## src/rtl/stream_mux_arb_if.sv

```systemverilog
// Stream mux bus: N producer channels with valid/ready/last, one registered consumer port.
interface stream_mux_arb_if #(
    parameter int unsigned WIDTH    = 8,
    parameter int unsigned CHANNELS = 4,
    parameter int unsigned SEL_W    = $clog2(CHANNELS)
);
    logic [CHANNELS*WIDTH-1:0] in_data;
    logic [CHANNELS-1:0]       in_valid;
    logic [CHANNELS-1:0]       in_last;
    logic [CHANNELS-1:0]       in_ready;
    logic                      mode;
    logic [WIDTH-1:0]          out_data;
    logic                      out_last;
    logic [SEL_W-1:0]          out_sel;
    logic                      out_valid;
    logic                      out_ready;

    // Multiplexer side.
    modport slave (
        input  in_data, in_valid, in_last, mode, out_ready,
        output in_ready, out_data, out_last, out_sel, out_valid
    );

    // Producer/consumer side.
    modport master (
        output in_data, in_valid, in_last, mode, out_ready,
        input  in_ready, out_data, out_last, out_sel, out_valid
    );
endinterface

```

## src/rtl/stream_mux_arb.sv

```systemverilog
// N-channel registered stream multiplexer with fixed-priority / round-robin
// arbitration and a packet lock that keeps the grant until the last beat.
module stream_mux_arb #(
    parameter int unsigned WIDTH    = 8,
    parameter int unsigned CHANNELS = 4,
    parameter int unsigned SEL_W    = $clog2(CHANNELS)
) (
    input logic            clk,
    input logic            rst_n,
    stream_mux_arb_if.slave bus
);

    typedef enum logic {
        ST_ARB  = 1'b0,
        ST_HOLD = 1'b1
    } state_e;

    state_e               state_q;
    logic [SEL_W-1:0]     lock_ch_q;
    logic [SEL_W-1:0]     rr_ptr_q;

    logic [WIDTH-1:0]     out_data_q;
    logic                 out_last_q;
    logic [SEL_W-1:0]     out_sel_q;
    logic                 out_valid_q;

    logic [2*CHANNELS-1:0] rr_dbl_c;
    logic [SEL_W-1:0]     rr_off_c;
    logic                 rr_hit_c;
    logic [SEL_W-1:0]     grant_c;
    logic                 sel_valid_c;
    logic                 sel_last_c;
    logic [WIDTH-1:0]     sel_data_c;
    logic                 load_c;
    logic                 xfer_c;
    logic [CHANNELS-1:0]  in_ready_c;

    // Modulo-CHANNELS addition of two channel indices (both already < CHANNELS).
    function automatic logic [SEL_W-1:0] wrap_add(input logic [SEL_W-1:0] base,
                                                  input logic [SEL_W-1:0] off);
        int unsigned sum;
        sum = 32'(base) + 32'(off);
        if (sum >= CHANNELS) begin
            sum = sum - CHANNELS;
        end
        return SEL_W'(sum);
    endfunction

    // Grant selection: locked channel in HOLD, otherwise fixed priority or rotated search.
    always_comb begin
        grant_c  = '0;
        rr_off_c = '0;
        rr_hit_c = 1'b0;
        // Rotating the doubled valid vector puts rr_ptr at bit 0, so the
        // lowest set bit is the round-robin offset.
        rr_dbl_c = {bus.in_valid, bus.in_valid} >> rr_ptr_q;
        for (int k = int'(CHANNELS) - 1; k >= 0; k--) begin
            if (rr_dbl_c[k]) begin
                rr_off_c = SEL_W'(k);
                rr_hit_c = 1'b1;
            end
        end
        if (state_q == ST_HOLD) begin
            grant_c = lock_ch_q;
        end else if (bus.mode) begin
            grant_c = rr_hit_c ? wrap_add(rr_ptr_q, rr_off_c) : '0;
        end else begin
            for (int k = int'(CHANNELS) - 1; k >= 0; k--) begin
                if (bus.in_valid[k]) begin
                    grant_c = SEL_W'(k);
                end
            end
        end
    end

    // Pick the granted channel's valid, data and last.
    always_comb begin
        sel_valid_c = 1'b0;
        sel_last_c  = 1'b0;
        sel_data_c  = '0;
        for (int i = 0; i < int'(CHANNELS); i++) begin
            if (grant_c == SEL_W'(i)) begin
                sel_valid_c = bus.in_valid[i];
                sel_last_c  = bus.in_last[i];
                sel_data_c  = bus.in_data[i*WIDTH +: WIDTH];
            end
        end
    end

    // Output register can take a word when empty or being drained this cycle.
    assign load_c = !out_valid_q || bus.out_ready;
    // When nothing is valid in ARB the grant defaults to ch0, whose valid is then 0.
    assign xfer_c = load_c && sel_valid_c;

    // One-hot ready to the granted channel, forced low during reset.
    always_comb begin
        in_ready_c = '0;
        for (int i = 0; i < int'(CHANNELS); i++) begin
            if (rst_n && xfer_c && (grant_c == SEL_W'(i))) begin
                in_ready_c[i] = 1'b1;
            end
        end
    end

    // Packet lock FSM: enter HOLD on a non-last beat, leave on the locked channel's last beat.
    always_ff @(posedge clk or negedge rst_n) begin
        if (!rst_n) begin
            state_q   <= ST_ARB;
            lock_ch_q <= '0;
        end else if (xfer_c) begin
            case (state_q)
                ST_ARB: begin
                    if (!sel_last_c) begin
                        state_q   <= ST_HOLD;
                        lock_ch_q <= grant_c;
                    end
                end
                ST_HOLD: begin
                    if (sel_last_c) begin
                        state_q <= ST_ARB;
                    end
                end
                default: state_q <= ST_ARB;
            endcase
        end
    end

    // Round-robin pointer moves past the channel that just finished a packet.
    always_ff @(posedge clk or negedge rst_n) begin
        if (!rst_n) begin
            rr_ptr_q <= '0;
        end else if (xfer_c && sel_last_c) begin
            rr_ptr_q <= wrap_add(grant_c, SEL_W'(1));
        end
    end

    // Output register: load on transfer, clear valid on drain, hold under back-pressure.
    always_ff @(posedge clk or negedge rst_n) begin
        if (!rst_n) begin
            out_data_q  <= '0;
            out_last_q  <= 1'b0;
            out_sel_q   <= '0;
            out_valid_q <= 1'b0;
        end else if (load_c) begin
            if (xfer_c) begin
                out_data_q  <= sel_data_c;
                out_last_q  <= sel_last_c;
                out_sel_q   <= grant_c;
                out_valid_q <= 1'b1;
            end else begin
                out_valid_q <= 1'b0;
            end
        end
    end

    assign bus.in_ready  = in_ready_c;
    assign bus.out_data  = out_data_q;
    assign bus.out_last  = out_last_q;
    assign bus.out_sel   = out_sel_q;
    assign bus.out_valid = out_valid_q;

endmodule

```

## src/flat_wrapper.sv

```systemverilog
// flat-port wrapper written by rule: the top's interface ports become plain ports
module stream_mux_arb_flat 
#(
    parameter int unsigned WIDTH    = 8,
    parameter int unsigned CHANNELS = 4,
    parameter int unsigned SEL_W    = $clog2(CHANNELS)
)
  (clk, rst_n, bus_in_data, bus_in_valid, bus_in_last, bus_mode, bus_out_ready, bus_in_ready, bus_out_data, bus_out_last, bus_out_sel, bus_out_valid);
  stream_mux_arb_if #(.WIDTH(WIDTH), .CHANNELS(CHANNELS), .SEL_W(SEL_W)) bus_i ();
  input logic clk;
  input logic rst_n;
  input wire logic [$bits(bus_i.in_data)-1:0] bus_in_data;
  input wire logic [$bits(bus_i.in_valid)-1:0] bus_in_valid;
  input wire logic [$bits(bus_i.in_last)-1:0] bus_in_last;
  input wire logic [$bits(bus_i.mode)-1:0] bus_mode;
  input wire logic [$bits(bus_i.out_ready)-1:0] bus_out_ready;
  output wire logic [$bits(bus_i.in_ready)-1:0] bus_in_ready;
  output wire logic [$bits(bus_i.out_data)-1:0] bus_out_data;
  output wire logic [$bits(bus_i.out_last)-1:0] bus_out_last;
  output wire logic [$bits(bus_i.out_sel)-1:0] bus_out_sel;
  output wire logic [$bits(bus_i.out_valid)-1:0] bus_out_valid;
  assign bus_i.in_data = bus_in_data;
  assign bus_i.in_valid = bus_in_valid;
  assign bus_i.in_last = bus_in_last;
  assign bus_i.mode = bus_mode;
  assign bus_i.out_ready = bus_out_ready;
  assign bus_in_ready = bus_i.in_ready;
  assign bus_out_data = bus_i.out_data;
  assign bus_out_last = bus_i.out_last;
  assign bus_out_sel = bus_i.out_sel;
  assign bus_out_valid = bus_i.out_valid;
  stream_mux_arb #(.WIDTH(WIDTH), .CHANNELS(CHANNELS), .SEL_W(SEL_W)) u_core (.clk(clk), .rst_n(rst_n), .bus(bus_i));
endmodule
```

## config.mk

```make
export PLATFORM = sky130hd
export DESIGN_NAME = stream_mux_arb_flat
export DESIGN_NICKNAME = d
export VERILOG_FILES = /design/src/rtl/stream_mux_arb_if.sv /design/src/rtl/stream_mux_arb.sv /design/src/flat_wrapper.sv
export SDC_FILE = /design/constraint.sdc
export NUM_CORES = 1
export LEC_CHECK = 0
export ABC_CLOCK_PERIOD_IN_PS = 4500
export BUFFER_PORTS_ARGS = -buffer_cell sky130_fd_sc_hd__buf_2
export CAP_MARGIN = 40
export CORE_MARGIN = 8
export CORE_UTILIZATION = 35
export DETAILED_ROUTE_END_ITERATION = 6
export SKIP_LAST_GASP = 1
export SYNTH_ARGS = -nofsm -noshare
export SYNTH_HDL_FRONTEND = slang
export SYNTH_SLANG_ARGS = --single-unit
```

## constraint.sdc

```tcl
create_clock -name clk -period 4.5 [get_ports clk]
set_clock_uncertainty 0.15 [all_clocks]
set_input_delay 0.675 -clock clk [delete_from_list [all_inputs] [get_ports clk]]
set_output_delay 0.675 -clock clk [all_outputs]
set_load 0.01 [all_outputs]
```

Word level (Yosys, flattened, before mapping)
Cells that the tools add are included.

Add/subtract/negate cells: 4. Order comparisons: 2. Eq/ne operators: 3. Shifts and indexed selects: 1. Mux-type cells: 35. Bitwise gates (word level): 2. Reduce and logical (&&, ||, !) cells: 12.

Operators with widths (count): 2-to-1 mux 8 bit (4); 2-to-1 mux 2 bit (13); 2-to-1 mux 1 bit (18); right shift 8 x 2 -> 4 bit (1); logical AND 1 bit (7); >= comparator 3 bit (second input constant) (2); equality test 2 bit (second input constant) (2); subtractor 2 x 1 -> 2 bit (second input constant) (2); adder 2 x 1 -> 3 bit (second input constant) (1); adder 2 x 2 -> 3 bit (1); AND reduction 3 bit (1); equality test 2 x 1 -> 1 bit (second input constant) (1); logical NOT 2 bit (1); NOT 1 bit (2); AND reduction 2 bit (1); logical NOT 1 bit (1); logical OR 1 bit (1).

Register bits: 17. Bits of input ports: 44. Output and inout port bits: 16. Logic and storage cells: 66.

Logic depth before layout (Yosys ltp)
Depth in word-level cells: 20. Mapped depth: 18. Mapped depth without buffers: 16.

Least setup slack after synthesis
OpenSTA, ideal clock, no wires.

Kind: input to output. Start point: in bus_in_valid[1]. End point: out bus_in_ready[0]. Arrival time: 3.062 ns. Slack: 0.613 ns. Cell stages on the path: 16. Path through: buf_4 nand2_1 a21oi_1 nor3_1 a21oi_1 ha_1 xnor2_1 nor2b_1 mux2i_1 a21oi_1 ha_1 nor2b_1 a211o_1 nor2b_2 buf_6 and3_1.

Word-level cells in the longest chain between the ends: 20.

RTL lines: from (decl) (RTL line flat_wrapper.sv:13) `input wire logic [$bits(bus_i.in_valid)-1:0] bus_in_valid;`; right shift 8 x 2 -> 4 bit (RTL line stream_mux_arb.sv:56) `rr_dbl_c = {bus.in_valid, bus.in_valid} >> rr_ptr_q;`; 2-to-1 mux 2 bit (4 in series) (RTL line stream_mux_arb.sv:58) `if (rr_dbl_c[k]) begin`; adder 2 x 2 -> 3 bit (RTL line stream_mux_arb.sv:42) `sum = 32'(base) + 32'(off);`; >= comparator 3 bit / subtractor 2 x 1 -> 2 bit (equally long branches) (RTL line stream_mux_arb.sv:43, stream_mux_arb.sv:44); 2-to-1 mux 2 bit (RTL line stream_mux_arb.sv:43) `if (sum >= CHANNELS) begin`; 2-to-1 mux 2 bit (RTL line stream_mux_arb.sv:66) `grant_c = rr_hit_c ? wrap_add(rr_ptr_q, rr_off_c) : '0;`; 2-to-1 mux 2 bit (*) (RTL line stream_mux_arb.sv:65) `end else if (bus.mode) begin`; 2-to-1 mux 2 bit (*) (RTL line stream_mux_arb.sv:63) `if (state_q == ST_HOLD) begin`; via u_core.grant_c[1] (RTL line stream_mux_arb.sv:30) `logic [SEL_W-1:0] grant_c;`; logical NOT 2 bit (RTL line stream_mux_arb.sv:82, stream_mux_arb.sv:99); 2-to-1 mux 1 bit (4 in series) (RTL line stream_mux_arb.sv:82) `if (grant_c == SEL_W'(i)) begin`; logical AND 1 bit (RTL line stream_mux_arb.sv:93) `assign xfer_c = load_c && sel_valid_c;`; logical AND 1 bit (RTL line stream_mux_arb.sv:99) `if (rst_n && xfer_c && (grant_c == SEL_W'(i))) begin`; logical AND 1 bit (*) (RTL line stream_mux_arb.sv:99); 2-to-1 mux 1 bit (*) (RTL line stream_mux_arb.sv:99); to (decl) (RTL line flat_wrapper.sv:17) `output wire logic [$bits(bus_i.in_ready)-1:0] bus_in_ready;`.

The timed path passes the listed nets; every way through them passes the cells marked *.

Worst setup path after layout
Start point: in bus_in_valid[3]. End point: out bus_in_ready[3].

Word-level cells in the longest chain between the ends: 20.

RTL lines (RTL line): right shift 8 x 2 -> 4 bit (stream_mux_arb.sv:56); 2-to-1 mux 2 bit (4 in series) (stream_mux_arb.sv:58); adder 2 x 2 -> 3 bit (stream_mux_arb.sv:42); >= comparator 3 bit / subtractor 2 x 1 -> 2 bit (equally long branches) (stream_mux_arb.sv:43, stream_mux_arb.sv:44); 2-to-1 mux 2 bit (stream_mux_arb.sv:43); 2-to-1 mux 2 bit (stream_mux_arb.sv:66); 2-to-1 mux 2 bit (stream_mux_arb.sv:65); 2-to-1 mux 2 bit (stream_mux_arb.sv:63); logical NOT 2 bit (stream_mux_arb.sv:82); 2-to-1 mux 1 bit (4 in series) (stream_mux_arb.sv:82); logical AND 1 bit (stream_mux_arb.sv:93); logical AND 1 bit (stream_mux_arb.sv:99); logical AND 1 bit (*) (stream_mux_arb.sv:99); 2-to-1 mux 1 bit (*) (stream_mux_arb.sv:99).

Mark *: on every way between the ends. The rest lies on a longest branch, timed or not.

==> summary.md <==
| Metric | Value |
|---|---|
| Status | `completed` |
| Critical Path AT | `3410 ps` |
| Post-DP HPWL | `between 2000 and 3000 µm` |
| WL final | `3790 µm` |
| Clock period minus final worst setup slack | `between 4000 and 5000 ps` |
| Synth-to-Final Area Change | `35.1%` |
| Number of vias in the routed layout | `1300` |
| Initial antenna violation count | `0` |
| Synth top area share | `0.327` |
| Wire length of the first global-routing pass | `6490 µm` |
| Placement Rows | `22` |
| Number of optimization iterations in the first detailed-route pass | `4` |
| Crit start category | `input pin` |
| Clock transition time at the flip-flop clock pins of the worst setup and hold paths | `60 ps` |
| Syn_nets | `202` |
| RD Place Congestion | `0.772` |
| Vias in the first global route | `about 1300` |
| Number of distinct library cell variants in the gate-level netlist after synthesis | `39` |
| Starting Density | `0.361` |
| Ports | `60` |
| RSZ-0062 raised after global routing | `no` |
| Slew headroom | `0.615` |
| Remaining DRCs | `0` |
| Fill count | `between 300 and 400` |
| Worst hold slack across all endpoints | `212 ps` |
| Post-Route Setup TNS | `0 ps` |
| Root buf cell | `clkbuf_8` |
| Clock tree from TritonCTS | `built` |
| Combined global-route utilization of all metal layers | `0.130` |
| Global route total overflow | `0` |
| Hold/Removal Path Class | `in2async` |
| Antenna cell count | `0` |
| CP Data Required Time | `3670 ps` |
| Floorplan die height | `~77 µm` |
| Final Hold Viols | `0` |
| Transition time of the tightest slew-check pin | `577 ps` |
| Largest voltage drop on the vdd net | `between 0.4 and 0.5 mV` |
| Post-synthesis cell area | `0.00130 mm²` |
| Average instance area after synthesis | `~8.5 µm²` |
| Critical-path maximum fanout | `8` |
| Cell types occupying the most area after synthesis | `dfrtp_1 33%, nor2b_1 5.8%, a21oi_1 5.4%, a221oi_1 5.4%, o21ai_0 5.0%` |
| Area of the core region | `0.00361 mm²` |
| TritonCTS buffer count | `3` |
| Net total in the final layout | `263` |
| Largest net degree at the start of global routing | `22` |
| Number of DRC markers after the initial detailed-route iteration | `68` |
| Cell type with the largest total area after synthesis | `dfrtp_1` |
| Sequential element share of the synthesized area | `0.327` |
| Count of final setup violators | `0` |
| Full die area | `0.00592 mm²` |
| Maximum Capacitance Violations | `0` |
| Type of the worst setup path | `in2out` |
| Leakage power total | `0.856 nW` |
| Share of final-layout standard cells stronger than drive strength 1 | `0.418` |
| Setup crit end kind | `primary output` |
| Clock sink count | `17` |
| Remaining antenna violation count | `0` |
| Share of synthesized flip-flops with an asynchronous set or reset | `1.00` |
| Clock Tree Buf Depth | `2` |
| Latest clock arrival within the worst-skew pair | `around 240 ps` |
| Number of synthesized flops with an enable pin | `0` |
| Most used DFF post-synth | `dfrtp_1` |
| Timing-limited maximum frequency | `around 240 MHz` |
| Horizontal extent of the die | `76.9 µm` |
| Final slew viol count | `0` |
| Flop and latch count out of synthesis | `17` |
| Synthesis Warnings | `0` |
| Power density of the placed cells | `860 mW/mm²` |
| Count of input and output buffers | `59` |
| Final critical-path share of the clock period | `0.941` |
| WL/cell | `14.5 µm` |
| Cell count after synthesis | `153` |
| Average vias per placed instance | `4.98` |
| H-Tree Depth | `1` |
## area by class of cell
cell class	count	area, µm²	area share
Tap cell	48	60.1	0.0342
Timing Repair Buffer	67	355	0.202
Multi-Input combinational cell	119	848	0.483
Inverter	6	22.5	0.0128
Clock buffer	4	45.0	0.0256
Sequential cell	17	425	0.242
## logic make-up (layout without fill, tap and decap cells)
logic type      after synthesis  count (layout)  synth area share
simple gates                 59              59             0.244
compound gates               47              47             0.245
fa+ha+maj                     5               5            0.0481
flops                        17              17             0.327
xor+xnor                      1               1           0.00674
mux                           7               7            0.0606
buf+inv                      17              77            0.0683
## placed cells by master, fill, tap and decap left out, types with 2 or more instances in the layout
| cell type | count |
|---|---|
| a21oi_1 | 13 |
| a221oi_1 | 8 |
| and3_1 | 4 |
| buf_2 | 59 |
| buf_4 | 8 |
| clkbuf_8 | 3 |
| dfrtp_1 | 17 |
| ha_2 | 2 |
| ha_4 | 2 |
| inv_1 | 6 |
| mux2_1 | 2 |
| mux2i_1 | 2 |
| nand2_1 | 14 |
| nand2b_1 | 2 |
| nor2_1 | 11 |
| nor2b_1 | 11 |
| nor3_1 | 9 |
| o21ai_0 | 11 |
## power by group
part	internal, mW	switching (mW)	total (mW)
sequential	0.235	0.0573	0.292
clock	0.0626	0.0465	0.109
combinational	0.508	0.603	1.11
## worst paths after layout
kind,startpoint,endpoint,slack (ps),cells after the start
setup / recovery,bus_in_valid[3],bus_in_ready[3],270,17
hold / removal,rst_n,u_core.bus.out_last,210,1
setup reg to reg,u_core.rr_ptr_q[1],u_core.rr_ptr_q[0],520,17
hold reg to reg,u_core.bus.out_last,u_core.bus.out_last,320,2
max in group asynchronous,rst_n,u_core.bus.out_data[0],3690,1
min in group clk,u_core.bus.out_last,u_core.bus.out_last,320,2
## metal layers
layer	GRT usage	part of all wire
met1	0.174	0.47
met2	0.201	0.48
met3	0.0233	0.045
met4	0.0519	0.0095
met5	0	0
## registers in the layout, summed over array words and instances (netlist names)
signal	flops
u_core.bus.out_data	8
u_core.bus.out_sel	2
u_core.lock_ch_q	2
u_core.rr_ptr_q	2
u_core.bus.out_last	1
u_core.bus.out_valid	1
u_core.state_q	1
## what timing repair did
item / in CTS / in global routing
buffers inserted: 0 / 2
hold buffers: 0 / 0
gates resized for setup: 0 / 15
endpoints found under the setup margin: 0 / 4
## worst max-delay path, cell delays in order
cell       delay [ps]
buf_2             160
nand2_1            80
a2bb2oi_2         140
nor2_1             50
a21oi_1           120
a21oi_1            90
ha_2              200
xnor2_2           130
nor2b_2           160
mux2i_2           260
a21o_1            250
ha_4              160
nand3b_1           70
a211o_1           370
nor2b_4           170
and3_1            190
buf_2             130
## synthesized netlist by cell type, drive strengths merged (2+ instances only)
cell type  number
a2bb2oi         2
nor3           10
nor2b          13
mux2i           3
dfrtp          17
o21ai          13
buf             8
nor2           11
a221oi          8
ha              5
nand2          15
mux2            4
a21oi          15
inv             6
and3            4
clkbuf          3
nand2b          3
## metrics by stage
stage / power (mW) / util / setup slack (ps) / instance area, µm² / cells
after CTS: 1.43 / 0.466 / 86.7 / 1680 / 259
after global routing: 1.67 / 0.487 / 16.8 / 1760 / 261
after global placement: 1.31 / 0.453 / 138 / 1630 / 255
final: 1.51 / 0.487 / 265 / 1760 / 261
after detailed placement: 1.31 / 0.453 / 111 / 1630 / 255
after floorplan: 1.07 / - / 613 / 1300 / 153
Power figures use the tool's default switching activity.
